===== src/rtl/rf_wb_scheduler_if.sv =====
// Register-file write-port scheduling bundle.
// Groups every signal exchanged between the scheduler and its neighbours:
//   WB stage      : wb_wr, wb_addr, wb_data          -> scheduler, wb_hold back
//   LU issue      : lu_iss_valid, lu_iss_addr        -> scheduler, lu_iss_ready back
//   LU result     : lu_res_valid, lu_res_addr/data   -> scheduler, lu_res_ready back
//   ID stage      : id_rs, id_rt, id_rd              -> scheduler, id_stall back
//   RF write port : rf_wr, rf_addr, rf_data          <- scheduler
// Modport slave is taken by the scheduler; modport master by the surrounding pipeline.
interface rf_wb_scheduler_if #(
    parameter int DATA_W = 32
);
    logic              wb_wr;
    logic [4:0]        wb_addr;
    logic [DATA_W-1:0] wb_data;
    logic              wb_hold;

    logic              lu_iss_valid;
    logic [4:0]        lu_iss_addr;
    logic              lu_iss_ready;

    logic              lu_res_valid;
    logic [4:0]        lu_res_addr;
    logic [DATA_W-1:0] lu_res_data;
    logic              lu_res_ready;

    logic [4:0]        id_rs;
    logic [4:0]        id_rt;
    logic [4:0]        id_rd;
    logic              id_stall;

    logic              rf_wr;
    logic [4:0]        rf_addr;
    logic [DATA_W-1:0] rf_data;

    modport slave (
        input  wb_wr, wb_addr, wb_data,
        output wb_hold,
        input  lu_iss_valid, lu_iss_addr,
        output lu_iss_ready,
        input  lu_res_valid, lu_res_addr, lu_res_data,
        output lu_res_ready,
        input  id_rs, id_rt, id_rd,
        output id_stall,
        output rf_wr, rf_addr, rf_data
    );

    modport master (
        output wb_wr, wb_addr, wb_data,
        input  wb_hold,
        output lu_iss_valid, lu_iss_addr,
        input  lu_iss_ready,
        output lu_res_valid, lu_res_addr, lu_res_data,
        input  lu_res_ready,
        output id_rs, id_rt, id_rd,
        input  id_stall,
        input  rf_wr, rf_addr, rf_data
    );
endinterface


===== src/rtl/rf_wb_scheduler.sv =====
// Register-file write-port scheduler and long-latency-unit ownership tracker.
// The WB stage normally owns the single RF write port; long-latency unit (LU)
// results use idle cycles, and after STARVE_LIM consecutive denied cycles the
// LU result is forced through while WB is held for one cycle. A per-register
// busy scoreboard marks destinations of outstanding LU ops and drives the
// ID-stage RAW/WAW stall. No register contents are stored here.
// Ports:
//   clk  - clock, all state updates on posedge
//   rst  - synchronous active-high reset
//   bus  - rf_wb_scheduler_if.slave: WB, LU issue/result, ID query, RF write port
// All bus outputs are combinational from registered state and current inputs.
module rf_wb_scheduler #(
    parameter int DATA_W     = 32,
    parameter int MAX_PEND   = 4,
    parameter int STARVE_LIM = 3
) (
    input  logic               clk,
    input  logic               rst,
    rf_wb_scheduler_if.slave   bus
);
    localparam int PEND_W   = $clog2(MAX_PEND + 1);
    localparam int STARVE_W = (STARVE_LIM > 1) ? $clog2(STARVE_LIM) : 1;
    localparam logic [PEND_W-1:0]   PEND_MAX   = PEND_W'(MAX_PEND);
    localparam logic [STARVE_W-1:0] STARVE_TOP = STARVE_W'(STARVE_LIM - 1);

    typedef enum logic {
        ST_NORM  = 1'b0,
        ST_FORCE = 1'b1
    } state_t;

    state_t              state_reg;
    state_t              state_next;
    logic [STARVE_W-1:0] starve_reg;
    logic [STARVE_W-1:0] starve_next;
    logic [PEND_W-1:0]   pend_reg;
    logic [PEND_W-1:0]   pend_next;
    logic [31:1]         busy_reg;
    logic [31:1]         busy_next;
    logic [31:0]         busy_vec;

    logic              wb_claim;
    logic              wb_hold;
    logic              res_ready;
    logic              iss_ready;
    logic              res_acc;
    logic              iss_acc;
    logic              rf_wr;
    logic [4:0]        rf_addr;
    logic [DATA_W-1:0] rf_data;

    // $0 is never owned; bit 0 of the lookup vector is hard-wired clear so
    // the busy lookups need no separate zero-register test.
    assign busy_vec = {busy_reg, 1'b0};

    // A WB write to $0 is a no-op and leaves the port free for the LU.
    assign wb_claim = bus.wb_wr && (bus.wb_addr != 5'd0);

    // Issue sees the registered busy bits only, so an issue to a register
    // whose result retires in the same cycle is refused.
    assign iss_ready = (pend_reg < PEND_MAX) && !busy_vec[bus.lu_iss_addr];
    assign iss_acc   = bus.lu_iss_valid && iss_ready;
    assign res_acc   = bus.lu_res_valid && res_ready;

    // Write-port arbitration and starvation FSM.
    always_comb begin
        state_next  = state_reg;
        starve_next = starve_reg;
        wb_hold     = 1'b0;
        res_ready   = 1'b0;
        rf_wr       = 1'b0;
        rf_addr     = bus.wb_addr;
        rf_data     = bus.wb_data;

        unique case (state_reg)
            ST_NORM: begin
                if (wb_claim) begin
                    rf_wr = 1'b1;
                    if (bus.lu_res_valid) begin
                        // Result denied; count consecutive losses.
                        if (starve_reg == STARVE_TOP) begin
                            state_next  = ST_FORCE;
                            starve_next = '0;
                        end else begin
                            starve_next = starve_reg + STARVE_W'(1);
                        end
                    end else begin
                        starve_next = '0;
                    end
                end else begin
                    res_ready   = bus.lu_res_valid;
                    rf_addr     = bus.lu_res_addr;
                    rf_data     = bus.lu_res_data;
                    rf_wr       = bus.lu_res_valid && (bus.lu_res_addr != 5'd0);
                    starve_next = '0;
                end
            end
            ST_FORCE: begin
                // WB freezes and re-presents; the starved result takes the port.
                wb_hold     = 1'b1;
                res_ready   = 1'b1;
                rf_addr     = bus.lu_res_addr;
                rf_data     = bus.lu_res_data;
                rf_wr       = bus.lu_res_valid && (bus.lu_res_addr != 5'd0);
                starve_next = '0;
                state_next  = ST_NORM;
            end
            default: begin
                state_next  = ST_NORM;
                starve_next = '0;
            end
        endcase
    end

    // Outstanding-op count. A simultaneous issue and retire cancel out; a
    // retire with nothing outstanding is a protocol error and must not wrap.
    always_comb begin
        pend_next = pend_reg;
        unique case ({iss_acc, res_acc})
            2'b10:   pend_next = pend_reg + PEND_W'(1);
            2'b01:   pend_next = (pend_reg != '0) ? pend_reg - PEND_W'(1) : pend_reg;
            default: pend_next = pend_reg;
        endcase
    end

    // Per-register ownership: issue sets, retire clears, each at its own
    // address. If both hit one register (only possible on a protocol error,
    // since a busy register refuses issue) the new owner wins.
    generate
        for (genvar gi = 1; gi < 32; gi++) begin : g_busy
            logic set_hit;
            logic clr_hit;
            assign set_hit       = iss_acc && (bus.lu_iss_addr == 5'(gi));
            assign clr_hit       = res_acc && (bus.lu_res_addr == 5'(gi));
            assign busy_next[gi] = set_hit || (busy_reg[gi] && !clr_hit);
        end
    endgenerate

    always_ff @(posedge clk) begin
        if (rst) begin
            state_reg  <= ST_NORM;
            starve_reg <= '0;
            pend_reg   <= '0;
            busy_reg   <= '0;
        end else begin
            state_reg  <= state_next;
            starve_reg <= starve_next;
            pend_reg   <= pend_next;
            busy_reg   <= busy_next;
        end
    end

    // ID stall uses registered ownership only; a result retiring this cycle
    // is forwarded by the RF itself, not bypassed here.
    assign bus.id_stall     = busy_vec[bus.id_rs] | busy_vec[bus.id_rt] | busy_vec[bus.id_rd];
    assign bus.wb_hold      = wb_hold;
    assign bus.lu_iss_ready = iss_ready;
    assign bus.lu_res_ready = res_ready;
    assign bus.rf_wr        = rf_wr;
    assign bus.rf_addr      = rf_addr;
    assign bus.rf_data      = rf_data;
endmodule


===== src/flat_wrapper.sv =====
// flat-port wrapper written by rule: the top's interface ports become plain ports
module rf_wb_scheduler_flat 
#(
    parameter int DATA_W     = 32,
    parameter int MAX_PEND   = 4,
    parameter int STARVE_LIM = 3
)
  (clk, rst, bus_wb_wr, bus_wb_addr, bus_wb_data, bus_wb_hold, bus_lu_iss_valid, bus_lu_iss_addr, bus_lu_iss_ready, bus_lu_res_valid, bus_lu_res_addr, bus_lu_res_data, bus_lu_res_ready, bus_id_rs, bus_id_rt, bus_id_rd, bus_id_stall, bus_rf_wr, bus_rf_addr, bus_rf_data);
  rf_wb_scheduler_if #(.DATA_W(DATA_W)) bus_i ();
  input  logic clk;
  input  logic rst;
  input wire logic [$bits(bus_i.wb_wr)-1:0] bus_wb_wr;
  input wire logic [$bits(bus_i.wb_addr)-1:0] bus_wb_addr;
  input wire logic [$bits(bus_i.wb_data)-1:0] bus_wb_data;
  output wire logic [$bits(bus_i.wb_hold)-1:0] bus_wb_hold;
  input wire logic [$bits(bus_i.lu_iss_valid)-1:0] bus_lu_iss_valid;
  input wire logic [$bits(bus_i.lu_iss_addr)-1:0] bus_lu_iss_addr;
  output wire logic [$bits(bus_i.lu_iss_ready)-1:0] bus_lu_iss_ready;
  input wire logic [$bits(bus_i.lu_res_valid)-1:0] bus_lu_res_valid;
  input wire logic [$bits(bus_i.lu_res_addr)-1:0] bus_lu_res_addr;
  input wire logic [$bits(bus_i.lu_res_data)-1:0] bus_lu_res_data;
  output wire logic [$bits(bus_i.lu_res_ready)-1:0] bus_lu_res_ready;
  input wire logic [$bits(bus_i.id_rs)-1:0] bus_id_rs;
  input wire logic [$bits(bus_i.id_rt)-1:0] bus_id_rt;
  input wire logic [$bits(bus_i.id_rd)-1:0] bus_id_rd;
  output wire logic [$bits(bus_i.id_stall)-1:0] bus_id_stall;
  output wire logic [$bits(bus_i.rf_wr)-1:0] bus_rf_wr;
  output wire logic [$bits(bus_i.rf_addr)-1:0] bus_rf_addr;
  output wire logic [$bits(bus_i.rf_data)-1:0] bus_rf_data;
  assign bus_i.wb_wr = bus_wb_wr;
  assign bus_i.wb_addr = bus_wb_addr;
  assign bus_i.wb_data = bus_wb_data;
  assign bus_wb_hold = bus_i.wb_hold;
  assign bus_i.lu_iss_valid = bus_lu_iss_valid;
  assign bus_i.lu_iss_addr = bus_lu_iss_addr;
  assign bus_lu_iss_ready = bus_i.lu_iss_ready;
  assign bus_i.lu_res_valid = bus_lu_res_valid;
  assign bus_i.lu_res_addr = bus_lu_res_addr;
  assign bus_i.lu_res_data = bus_lu_res_data;
  assign bus_lu_res_ready = bus_i.lu_res_ready;
  assign bus_i.id_rs = bus_id_rs;
  assign bus_i.id_rt = bus_id_rt;
  assign bus_i.id_rd = bus_id_rd;
  assign bus_id_stall = bus_i.id_stall;
  assign bus_rf_wr = bus_i.rf_wr;
  assign bus_rf_addr = bus_i.rf_addr;
  assign bus_rf_data = bus_i.rf_data;
  rf_wb_scheduler #(.DATA_W(DATA_W), .MAX_PEND(MAX_PEND), .STARVE_LIM(STARVE_LIM)) u_core (.clk(clk), .rst(rst), .bus(bus_i));
endmodule

===== config.mk =====
export PLATFORM = sky130hd
export DESIGN_NAME = rf_wb_scheduler_flat
export DESIGN_NICKNAME = d
export VERILOG_FILES = /design/src/rtl/rf_wb_scheduler_if.sv /design/src/rtl/rf_wb_scheduler.sv /design/src/flat_wrapper.sv
export SDC_FILE = /design/constraint.sdc
export NUM_CORES = 1
export LEC_CHECK = 0
export BUFFER_PORTS_ARGS = -buffer_cell sky130_fd_sc_hd__buf_2
export CAP_MARGIN = 5
export CORE_MARGIN = 4
export CORE_UTILIZATION = 52
export DETAILED_ROUTE_END_ITERATION = 10
export GPL_TIMING_DRIVEN = 0
export PLACE_DENSITY_LB_ADDON = 0.25
export SYNTH_ARGS = -nofsm -noshare
export SYNTH_HDL_FRONTEND = slang
export SYNTH_SLANG_ARGS = --single-unit

===== constraint.sdc =====
create_clock -name clk -period 7.9 [get_ports clk]
set_input_delay 0.395 -clock clk [delete_from_list [all_inputs] [get_ports clk]]
set_output_delay 0.395 -clock clk [all_outputs]
set_load 0.05 [all_outputs]

==> results.yml <==
outcome:
  status: "complete, no violations"
grt:
  top_usage_layer: "met2"
  use_met2: 0.545
  antenna_found_initial: 0
  grt_overflow_total: 0
  grt_max_degree: 13
  grtUsageTotal: 0.315
  grtUsageMet1: 0.388
  grt_pass1_wl_mm: 18.1
  use_met3: 0.0646
  grt_pass1_vias: 3517
yosys:
  synthFlopType: "dfxtp_1"
  synthAdderAreaFrac: 0.0101
  yosysWarnings: 0
  synthCells: 349
  synth.distinct_cells: 43
  ys_ff_latch: 37
  synth_most_common_cell: "nand2_1"
  syn_avg_cell_area_um2: 9.22
  synth_compound_area_frac: 0.150
  synth_commonest_cells: "nand2_1, mux2_2, dfxtp_1, o21ai_0, a21oi_1"
  synth_largest_area_cell: "dfxtp_1"
  synth_edf_count: 0
  synth_mux_area_frac: 0.407
  syn_nets: 450
  yosysSeqAreaShare: 0.230
  synth_area_mm2: 0.00322
  async_flop_share: 0
  synth_top_area_share: 0.230
  yosys.area_share.simple: 0.158
  synth_top_family_by_area: "multiplexers"
  synth_area_leaders: "dfxtp_1, mux4_2, mux2_2, nand2_1, o21ai_0"
  synth_xor_area_frac: 0
floorplanning:
  die_y_um: 86.7
  fp.coreArea_mm2: 0.00596
  die_x_um: 86.7
  num_rows: 28
  initial_core_util: 0.540
  dieArea_mm2: 0.00751
  ios: 141
route:
  ant_nets: 0
  routed_via_density: 6.36
  firstDrtPassIters: 5
  wl_per_cell_um: 20.9
  remaining_drc_errors: 0
  detail_route.iter0.violations: 463
  wl_mm: 11.8
  dr_total_vias: 3587
sta:
  setup_viol: 0
  drv_slew: 0
  relSlewSlack: 0.196
  finalHoldViolCount: 0
  post-route-period-util: 0.377
  setup_ws_ns: 4.92
  fin_setup_tns_ns: 0
  fmax_mhz: 336
  skew_ns: 0.0111
  period_needed_ns: 2.98
  fin_hold_ws_ns: 0.369
  rsz0062_at_grt: "false"
  tightest_slew_ns: 1.18
final_layout:
  nFillCells: 495
  areaGrowthSynthToFinish_pct: 26.9
  fin_nets: 589
  multi_input_area_mm2: 0.00233
  ff_latch_area_um2: 741
  drive_gt1_frac: 0.462
  post_layout_nonfiller_instances: 564
  antennaDiodeCount: 0
  largest_reg_flops: 31
clock_tree:
  cts-root-buf: "clkbuf_8"
  cts_tree: "done"
  cts_buffers: 5
  clock_latency_ns: 0.30
  cts_setup_buffers: 0
  ctsHtreeMaxLevel: 2
  cts_num_sinks: 37
  cts_hold_buf: 0
  ctsResizeCount: 0
  clkTransAtPathRegs_ns: 0.07
  clk_path_buf_depth: 2
hold_path:
  hp-start: "bus_lu_iss_valid"
  hp-class: "input port to flip-flop"
critical_path:
  start_kind: "input port"
  crit_start: "bus_lu_iss_addr[1]"
  end_kind: "flip-flop"
  timing.rr.start: "u_core.busy_reg[8]"
  cp.required_ns: 8.12
  arrival_ns: 3.20
  worstPathMaxFanout: 10
  worstSetupPathType: "input port to flip-flop"
place:
  numPortBuffers: 132
  hpwl_mm: 9.26
  dp_cells: 556
  place_congestion: 0.997
  pre_cts_ws_ns: 4.67
power:
  powerDensity_mw_per_mm2: 137
  power.total_uw: 560
  leakagePower_uw: 0.00165
  ir_drop_mv: 0.112
run:
  cap_violations: 0
[cell type report]
class | count | area share
Multi-Input combinational cell | 279 | 0.571
Sequential cell | 37 | 0.181
Timing Repair Buffer | 132 | 0.162
Buffer | 24 | 0.0270
Tap cell | 75 | 0.0230
Clock buffer | 6 | 0.0178
Clock inverter | 2 | 0.00950
Inverter | 9 | 0.00827
[metrics by stage]
step | utilization | instance area, um^2
2_1_floorplan | - | 3220
3_3_place_gp | 0.667 | 3970
3_5_place_dp | 0.667 | 3970
4_1_cts | 0.686 | 4080
5_1_grt | 0.686 | 4080
6_report | 0.686 | 4080
[layer usage]
| layer | routed length [um] | up-vias |
|---|---|---|
| met1 | 4190 | 1690 |
| li1 | - | 1604 |
| met4 | 433 | 0 |
| met2 | 5820 | 249 |
| met3 | 1330 | 44 |
| met5 | 0 | - |
[worst paths after layout]
| path | endpoint | slack [ns] | cells after the start |
|---|---|---|---|
| worst max-delay path | u_core.pend_reg[1] | 4.92 | 12 |
| worst min-delay path | u_core.pend_reg[2] | 0.37 | 3 |
| worst max register to register | u_core.pend_reg[1] | 4.99 | 10 |
| worst min register to register | u_core.starve_reg[0] | 0.42 | 1 |
[cell families (layout without fill, tap and decap cells)]
kind of cell / after synthesis / after routing
buffers and inverters: 33 / 173
AOI/OAI and AO/OA: 84 / 84
DFF: 37 / 37
muxes: 87 / 87
and+or+nand+nor: 106 / 106
adders and majority gates: 2 / 2
[where the power goes]
part | internal (uW) | leakage (uW) | switching, uW | total [uW]
clock network | 94.8 | 0.0000554 | 73.7 | 169
logic | 68.0 | 0.00129 | 128 | 196
registers | 190 | 0.000299 | 5.21 | 195
[worst max-delay path, cell delays in order]
cell and delay, ns:
buf_2 0.12, buf_6 0.17, buf_4 0.22, mux4_2 0.51
o211ai_1 0.18, o311a_2 0.28, buf_2 0.25, nand2_1 0.07
nand2_1 0.10, fa_1 0.43, a221o_1 0.34, a21oi_2 0.13
[placed cells by master, fill, tap and decap left out, drive strengths merged]
master | synthesis | routed
or3 | 1 | 1
bufinv | 0 | 1
a211o | 1 | 1
or4 | 2 | 2
nand4 | 7 | 7
dfxtp | 37 | 37
nor2b | 5 | 5
and2 | 2 | 2
nand3b | 2 | 2
fa | 1 | 1
o2bb2ai | 1 | 1
nor4 | 1 | 1
a221o | 2 | 2
clkbuf | 15 | 21
mux2 | 40 | 40
nand2 | 52 | 52
buf | 9 | 141
or2 | 5 | 5
a211oi | 1 | 1
a21oi | 33 | 33
or3b | 1 | 1
a31oi | 1 | 1
nand3 | 8 | 8
mux4 | 31 | 31
inv | 9 | 9
mux2i | 16 | 16
o32a | 1 | 1
nand2b | 3 | 3
nor2 | 7 | 7
ha | 1 | 1
clkinv | 0 | 1
o2111ai | 1 | 1
nor3 | 8 | 8
a2111oi | 2 | 2
o41ai | 1 | 1
nor4b | 2 | 2
o21ai | 36 | 36
o211ai | 3 | 3
o311a | 1 | 1
Power figures use the tool's default switching activity.
